## config.mk

```make
export PLATFORM = sky130hd
export DESIGN_NAME = pc_sequencer
export DESIGN_NICKNAME = d
export VERILOG_FILES = /design/src/rtl/pc_sequencer.sv
export SDC_FILE = /design/constraint.sdc
export NUM_CORES = 1
export LEC_CHECK = 0
export ABC_AREA = 1
export CELL_PAD_IN_SITES_DETAIL_PLACEMENT = 0
export CELL_PAD_IN_SITES_GLOBAL_PLACEMENT = 1
export CORE_AREA = 2 2 179 93
export DETAILED_ROUTE_END_ITERATION = 12
export DIE_AREA = 0 0 181 95
export HOLD_SLACK_MARGIN = 0.03
export PLACE_DENSITY_LB_ADDON = 0.1
export SKIP_LAST_GASP = 1
export SLEW_MARGIN = 10
export SYNTH_ARGS = -nofsm -noshare
export SYNTH_HDL_FRONTEND = slang
export SYNTH_SLANG_ARGS = --single-unit
```

## constraint.sdc

```tcl
create_clock -name i_clk -period 1.67 [get_ports i_clk]
set_input_delay 0.2505 -clock i_clk [delete_from_list [all_inputs] [get_ports i_clk]]
set_output_delay 0.2505 -clock i_clk [all_outputs]
set_load 0.05 [all_outputs]
```

## src/rtl/pc_sequencer.sv

```systemverilog
// Program counter and instruction-fetch sequencer: picks the next PC from trap,
// redirect, hold or PC+4 and drives a request/ready handshake to instruction memory.
module pc_sequencer #(
    parameter logic [31:0] RESET_VECTOR = 32'h0000_0000,
    parameter int          CNT_W        = 32
) (
    input  logic             i_clk,
    input  logic             i_rst_n,
    input  logic             i_stall,
    input  logic             i_br_taken,
    input  logic [31:0]      i_br_target,
    input  logic             i_trap,
    input  logic [31:0]      i_trap_vec,
    input  logic             i_imem_ready,
    output logic             o_imem_req,
    output logic [31:0]      o_pc,
    output logic [31:0]      o_nis,
    output logic             o_if_valid,
    output logic             o_misalign,
    output logic [CNT_W-1:0] o_fetch_cnt
);

    typedef enum logic [1:0] {
        ST_BOOT,
        ST_FETCH,
        ST_HOLD,
        ST_FAULT
    } state_t;

    state_t             r_state;
    state_t             w_state_nxt;
    logic [31:0]        r_pc;
    logic [31:0]        w_pc_nxt;
    logic [31:0]        w_pc_inc;
    logic [CNT_W-1:0]   r_fetch_cnt;
    logic               w_if_valid;

    always_ff @(posedge i_clk or negedge i_rst_n) begin
        if (!i_rst_n) begin
            r_state     <= ST_BOOT;
            r_pc        <= RESET_VECTOR;
            r_fetch_cnt <= '0;
        end else begin
            r_state <= w_state_nxt;
            r_pc    <= w_pc_nxt;
            if (w_if_valid) begin
                r_fetch_cnt <= r_fetch_cnt + 1'b1;
            end
        end
    end

    // Natural 32-bit overflow gives the required wrap from FFFF_FFFC to 0.
    assign w_pc_inc = r_pc + 32'd4;

    always_comb begin
        w_state_nxt = r_state;
        w_pc_nxt    = r_pc;
        if (r_state == ST_BOOT) begin
            w_state_nxt = ST_FETCH;
        end else if (i_trap) begin
            w_pc_nxt    = {i_trap_vec[31:2], 2'b00};
            w_state_nxt = ST_FETCH;
        end else if (r_state == ST_FAULT) begin
            w_state_nxt = ST_FAULT;
        end else if (i_br_taken && (i_br_target[1:0] != 2'b00)) begin
            w_state_nxt = ST_FAULT;
        end else if (i_br_taken) begin
            w_pc_nxt    = i_br_target;
            w_state_nxt = ST_FETCH;
        end else if (i_stall) begin
            w_state_nxt = ST_HOLD;
        end else if (r_state == ST_FETCH && i_imem_ready) begin
            w_pc_nxt = w_pc_inc;
        end else begin
            w_state_nxt = ST_FETCH;
        end
    end

    // Any redirect or stall in the same cycle squashes the returned instruction.
    assign w_if_valid  = (r_state == ST_FETCH) && i_imem_ready && !i_trap
                         && !i_br_taken && !i_stall;

    assign o_imem_req  = (r_state == ST_FETCH);
    assign o_pc        = r_pc;
    assign o_nis       = w_pc_inc;
    assign o_if_valid  = w_if_valid;
    assign o_misalign  = (r_state == ST_FAULT);
    assign o_fetch_cnt = r_fetch_cnt;

endmodule
```

### Word level (Yosys, flattened, before mapping)

Index checks and enable logic that the tools add are counted.

| storage, ports and cells | value |
|---|---|
| register bits after elaboration | 66 |
| input port bits | 70 |
| output and inout port bits | 99 |
| logic and storage cells | 37 |

| operators by class | value |
|---|---|
| add/subtract/negate cells | 2 |
| equality and inequality tests | 6 |
| mux-type cells | 13 |
| bitwise gates (word level) | 1 |
| reductions and logical operators | 12 |

Operator list:

| cell | number |
|---|---|
| $mux 32 | 6 |
| $add 32x1->32 const B | 1 |
| $add 32x3->32 const B | 1 |
| $mux 2 | 7 |
| $ne 7x7->1 const B | 1 |
| $logic_and 1x1->1 | 5 |
| $reduce_and 5->1 | 1 |
| $ne 2x2->1 const B | 2 |
| $logic_not 1->1 | 3 |
| $ne 3x1->1 const B | 1 |
| $reduce_bool 3->1 | 1 |
| $eq 2x1->1 const B | 1 |
| $eq 2x2->1 const B | 1 |
| $logic_not 2->1 | 1 |
| $reduce_bool 2->1 | 1 |
| $not 1->1 | 1 |

### Longest topological paths before layout

| depth | value |
|---|---|
| depth in word-level cells | 9 |
| depth in mapped cells | 10 |
| mapped depth without buffers | 10 |

### Worst setup path after synthesis

OpenSTA, ideal clock, no wires.

| timing | value |
|---|---|
| path kind | register to register |
| from | register r_pc[2], in the netlist o_pc[2] |
| to | register r_pc[10], in the netlist o_pc[10] |
| setup time | 66 ps |
| data arrival time | 2508 ps |
| data required time | 1604 ps |
| path slack | -904 ps |
| stages on the path, launching flop included | 10 |
| path buffers | 0 |
| period minus slack after synthesis | 2574 ps |
| path through | dfrtp_1 > ha_1 > nand2_1 > nor2_4 > nand2_2 > xnor2_1 > nand2_1 > nand2_1 > o211ai_1 > nand2_1 |

| between the ends | value |
|---|---|
| word-level cells in the longest chain between the ends | 7 |

RTL lines:

| what | line | source |
|---|---|---|
| start, declared | 32 | `logic [31:0] r_pc;` |
| start signal, assigned | 45 | `r_pc <= w_pc_nxt;` |
| $add 32x3->32 | 53 | `assign w_pc_inc = r_pc + 32'd4;` |
| net o_nis[10] | 17 | `output logic [31:0] o_nis,` |
| $mux 32 | 72 | `end else if (r_state == ST_FETCH && i_imem_ready) begin` |
| $mux 32 | 70 | `end else if (i_stall) begin` |
| $mux 32 | 67 | `end else if (i_br_taken) begin` |
| $mux 32 | 65 | `end else if (i_br_taken && (i_br_target[1:0] != 2'b00)) begin` |
| $mux 32 | 63 | `end else if (r_state == ST_FAULT) begin` |
| $mux 32 | 60 | `end else if (i_trap) begin` |

The timed path passes the listed nets, and every way through them passes these cells. The select of a mux whose other input is x is not followed.
A chain may end at the register's enable or synchronous reset.

### Worst setup path after layout

| timing | value |
|---|---|
| from | register r_pc[2], in the netlist o_pc[2] |
| to | output port o_nis[28] |

| between the ends | value |
|---|---|
| word-level cells in the longest chain between the ends | 1 |

RTL lines:

| what | line |
|---|---|
| $add 32x3->32 | 53 |
| end, declared | 17 |

No other way between the ends.

==> flow_summary.toml <==
[worst_setup_path]
r2r_start = "o_pc[2]"
arrival_ns = 1.87
rrSetupSlack_ns = -0.08
worstPathRequired_ns = 1.42
crit_fanout = 6
slowest_delay_ns = 0.40
critPathKind = "reg -> out"
r2r_end = "o_pc[19]"
worstPathCellList = "ha_4, nand2_4, nor2_4, nand2_2, nor2_2, nand2_1, nand2_1, nand2_4, buf_12"
cp-start-kind = "register"
worst_path_max_delay_cell = "dfrtp_2"
crit_path_end_kind = "output pin"
rr_worst_depth = 9

[yosys]
ys_top_cells_by_area = "dfrtp_1 (35%), nand2_1 (20%), nor2_1 (11%), a21oi_1 (5.2%), inv_1 (4.5%)"
ys_top_cells_by_count = "nand2_1 (249), nor2_1 (141), dfrtp_1 (66), inv_1 (57), a21oi_1 (50)"
ys.flop_type = "dfrtp_1"
synth_cells = 745
synth_seq_cells = 66
syn-cell-area_um2 = 4780
synth_edf_count = 0
yosysMostFrequentCell = "nand2_1"
ys_seq_area_share_pct = 34.6
synth_nets = 817
synthDistinctLibCells = 33
yosysWarningCount = 0
synth_top_area_share_pct = 34.6
yosysTopAreaCell = "dfrtp_1"
syn_avg_cell_area_um2 = 6.41
async_flop_share_pct = 100

[clocking]
cts_tree = "yes"
cts_buffers = 9
clockRootBuffer = "clkbuf_16"
clock_latency_ns = 0.34
clock_path_buffers = 2
clk_pin_slew_ns = 0.06
htree_levels = 3
clock-sinks = 66

[detailed_routing]
drt-initial-drc-count = 432
wl_per_cell_um = 17.0
drt_wl_total_um = 21100
drc = 0
vias = 5911
ant_nets = 0
firstDrtPassIters = 5
vias_per_cell = 4.74

[power]
combPwrFrac_pct = 54.0
p_switching_mw = 3.84
peakVddDrop_uv = 735
powerDensity_nw_per_um2 = 995
clkPwrFrac_pct = 22.4
p_sw_share_pct = 43.4
seq_power_share_pct = 23.6
internal_power_mw = 5.01
p_leak_nw = 4.11

[hold_path]
whs_path_depth = 3
hold_start = "i_br_taken"
min_path_type = "in -> reg"
worstHoldEndpoint = "r_state[0]"

[placement]
dpl-instance-area_um2 = 8100
post-dp-hpwl_um = 16700
pre_cts_slack_ns = -0.215
gp_congestion = 0.946
io_buffer_count = 166

[floorplan]
pin_count = 169
die_width_um = 181
rows = 33
fp.dieArea_um2 = 17200
die_y_um = 95
placeableCoreArea_um2 = 15900
initial_utilization_pct = 30.1

[job]
maxCapViolCount = 0

[sta]
period_minus_slack_ns = 2.12
slew_headroom_pct = 72.6
worst_slew_pin_slew_ns = 0.411
maxSlewViolCount = 0
fin_worst_skew_ns = 0.0106
setup_viol = 30
post-route-period-util_pct = 127
worst_slack_ns = -0.448
whs_ns = 0.338
fmax_mhz = 472
rsz0062_at_grt = "yes"
hold_viol = 0

[finish]
syn_to_final_growth_pct = 86.2
multiInputGateArea_um2 = 3380
fill_cells = 1514
diodes = 0
layout-drive-gt1-share_pct = 38.7
final_util_pct = 56.1
final_area_um2 = 8890
register_area_um2 = 1690
final_nets = 1104

[run_status]
status = "finished with violations"
violations = "negative setup slack"

[grt]
grt.overflow.total = 0
grt_pass1_wl_um = 32100
first_global_vias = 5641
grt_usage_pct = 24.9
grt_max_degree = 67
antenna_found_initial = 0
## worst max-delay path, delay by kind of cell, from the launching register on
kind	cells	cell delay, ns
AND/OR/NAND/NOR	7	0.82
flip-flops	1	0.40
adder cells (fa/ha/maj)	1	0.15
buffers and inverters	1	0.15
## timing repair
| item | CTS | global route |
|---|---|---|
| pin swaps | 19 | 19 |
| endpoints found under the setup margin | 44 | 69 |
| hold endpoints to repair | 66 | 0 |
| hold buffers | 1 | 0 |
| setup buffers | 11 | 9 |
| resized for setup | 44 | 49 |
## final cells by class
type	instances	area share (%)
Multi-Input combinational cell	595	38.0
Timing Repair Buffer	300	34.2
Sequential cell	66	19.0
Tap cell	210	2.95
Clock buffer	10	2.57
Inverter	60	2.56
Clock inverter	6	0.760
## state kept, by name (all words and copies together) (netlist names)
name         flops
o_fetch_cnt     32
o_pc            32
r_state          2
## power groups by stage
stage / Sequential, mW / Clock (mW) / Combinational [mW]
floorplan: 2.86 / 0 / 1.65
global route: 2.12 / 2.07 / 5.02
CTS: 2.08 / 2.01 / 4.74
detailed placement: 2.10 / 0 / 4.57
finish: 2.09 / 1.98 / 4.77
global placement: 2.09 / 0 / 4.55
## stage by stage
step / total power [mW] / setup TNS (ns) / instances
finish: 8.85 / -10.13 / 1247
CTS: 8.82 / -10.44 / 1240
global placement: 6.64 / -7.15 / 1212
floorplan: 4.50 / -4.56 / 745
global route: 9.21 / -14.48 / 1247
detailed placement: 6.67 / -10.18 / 1212
## how the worst max path moves through the flow
stage                    start              to  slack (ns)
detailed placement  i_br_taken        o_pc[18]       -0.22
global route           o_pc[2]       o_nis[12]       -0.56
floorplan              o_pc[2]         o_pc[6]       -0.25
CTS                    o_pc[2]       o_nis[28]       -0.44
global placement    i_br_taken  o_fetch_cnt[9]       -0.17
finish                 o_pc[2]       o_nis[28]       -0.45
## cells by family (layout without fill, tap and decap cells)
| kind of cell | count (synthesis) | after routing | synth area share, % |
|---|---|---|---|
| AOI/OAI and AO/OA | 86 | 86 | 9.54 |
| adders and majority gates | 2 | 2 | 0.524 |
| DFF | 66 | 66 | 34.6 |
| buffers and inverters | 84 | 376 | 7.68 |
| and+or+nand+nor | 472 | 472 | 41.3 |
| xor gates and xnor gates | 35 | 35 | 6.42 |
## cell usage in the layout, fill, tap and decap left out, types with 5 or more instances in the layout
master / synthesis / layout
o21ai_1: 7 / 12
nand2_4: 1 / 23
nand3b_1: 5 / 5
nand3_1: 36 / 25
buf_12: 0 / 49
clkdlybuf4s50_1: 0 / 64
xor2_1: 20 / 16
inv_1: 57 / 55
nor2_4: 4 / 15
dfrtp_1: 66 / 39
o211ai_1: 6 / 6
nand4_1: 5 / 5
o21ai_0: 19 / 8
dfrtp_2: 0 / 27
buf_4: 7 / 179
nor2_1: 141 / 120
nor2_2: 11 / 21
clkbuf_16: 0 / 9
nand3_2: 1 / 11
nand2_2: 5 / 24
xnor2_1: 15 / 11
a21oi_1: 50 / 48
nand2_1: 249 / 208
## routing by layer
layer	part of all wire, %	up-vias	GRT usage (%)
met5	0	-	0
met4	0.52	0	3.73
met3	8.9	12	7.02
met2	36	232	31.3
met1	55	2757	40.7
li1	-	2910	-
Note: power is estimated with default switching activity, not from simulation.
==> variant, RTL diff (same settings) <==
`CNT_W`: 32 -> 28.
--- a/src/rtl/pc_sequencer.sv
+++ b/src/rtl/pc_sequencer.sv
@@ -2,7 +2,7 @@
 // redirect, hold or PC+4 and drives a request/ready handshake to instruction memory.
 module pc_sequencer #(
     parameter logic [31:0] RESET_VECTOR = 32'h0000_0000,
-    parameter int          CNT_W        = 32
+    parameter int          CNT_W        = 28
 ) (
     input  logic             i_clk,
     input  logic             i_rst_n,
Interface: changed (resized o_fetch_cnt); port bits go from 169 to 165. The function was not compared with the original's and may differ.
==> variant against the original RTL <==
- the run still ends with negative setup slack left
- maximum frequency down 2.1%
- count of clock-buffer cells in the layout unchanged
- cell area down 1.4%
- sequential share of layout area down 1.0 points
- synthesized area down 6.8%
- power up 5.0%
- sequential cell count down 4
- via count down 6.3%
- worst setup slack worse by 45 ps
- clock power down 4%
- first-iteration DRC count down 32%
- wire length down 6.9%
- non-clock buffer count down 6
- critical path type unchanged
==> variant: results <==
metrics = {
    "global_route": {
        "grt_pass1_wl_um": 29400,
        "grt_start_max_net_pins": 39,
        "grt_pass1_vias": 5318,
        "grt_use_met2_pct": 30.4,
        "gr-usage-met3_pct": 5.44,
    },
    "place": {
        "place_inst": 1145,
        "gp_congestion": 0.879,
        "dp_hpwl_um": 15100,
    },
    "sta": {
        "finalSetupViolations": 39,
        "timing.final.ws_setup_ps": -493,
        "whs_ps": 365,
    },
    "run_status": {
        "failed_checks": "negative setup slack",
        "outcome": "finished with violations",
    },
    "worst_setup_path": {
        "rr_worst_depth": 10,
        "worst_setup_path_startpoint": "o_pc[6]$_DFFE_PN0P_",
        "ff2ff_setup_slack_ps": -130,
        "max_stage_delay_ps": 450,
        "r2r-end": "o_pc[20]$_DFFE_PN0P_",
        "cp-endpoint": "o_nis[19]",
        "path_max_fanout": 4,
    },
    "synthesis": {
        "seq_area_frac_synth_pct": 34.9,
        "syn_nets": 760,
        "synth_common_cells": "nand2_1 (209), nor2_1 (136), dfrtp_1 (62)",
    },
    "route": {
        "wl_met1_um": 10500,
        "dr_wl_met2_um": 7730,
        "routed_wirelength_um": 19700,
        "wl_met3_um": 1400,
        "dr_total_vias": 5536,
        "drt_pass1_iterations": 4,
        "drtIter0Drc": 293,
    },
    "min_path": {
        "holdPathStages": 4,
        "min_to": "o_pc[2]$_DFFE_PN0P_",
    },
    "pwr": {
        "worst_ir_drop_vdd_mv": 0.735,
        "p_leak_uw": 0.00409,
    },
    "layout": {
        "layoutNonFillerInstCount": 1187,
        "nets": 1044,
        "final_layout_size_suffix_gt1_share_pct": 42.5,
    },
    "clocking": {
        "cts_resized": 50,
    },
}
==> variant: changes by cell type after synthesis, sizes merged, moves of 2 or more <==
cell / delta
a31oi: +2
and2: -2
xnor2: -7
dfrtp: -4
nand2: -41
nor2: -7
inv: +3
nor3: +4
nand4: -4
clkbuf: -2
nand3: +6
==> variant: final cells by class <==
class | count | area (um2)
Inverter | 63 | 253
Clock inverter | 6 | 63.8
Sequential cell | 62 | 1570
Multi-Input combinational cell | 542 | 3320
Tap cell | 210 | 263
Clock buffer | 10 | 229
Fill cell | 1518 | 7090
Timing Repair Buffer | 294 | 3070
==> variant: where the power goes <==
| part | switching (uW) | internal, uW | total, uW | leakage, uW |
|---|---|---|---|---|
| logic | 3110 | 2280 | 5390 | 0.00321 |
| clock network | 742 | 1150 | 1900 | 0.000138 |
| registers | 256 | 1750 | 2000 | 0.000736 |
| total | 4110 | 5180 | 9290 | 0.00409 |
==> variant: through the flow <==
step / area (um2) / setup slack (ps) / TNS, ps / utilization (%)
CTS: 8260 / -482 / -10820 / 52.1
finish: 8770 / -493 / -11400 / 55.3
global route: 8770 / -558 / -15790 / 55.3
floorplan: 4740 / -397 / -16610 / -
detailed placement: 7670 / -250 / -10070 / 48.4
global placement: 7670 / -221 / -8380 / 48.4
==> variant: cells by family (layout without fill, tap and decap cells) <==
| family | Yosys count | in the layout | share of synthesized area, % |
|---|---|---|---|
| xor+xnor | 27 | 27 | 5.48 |
| simple gates | 427 | 427 | 41.0 |
| fa+ha+maj | 2 | 2 | 0.562 |
| flops | 62 | 62 | 34.9 |
| buf+inv | 84 | 373 | 7.93 |
| compound gates | 86 | 86 | 10.2 |
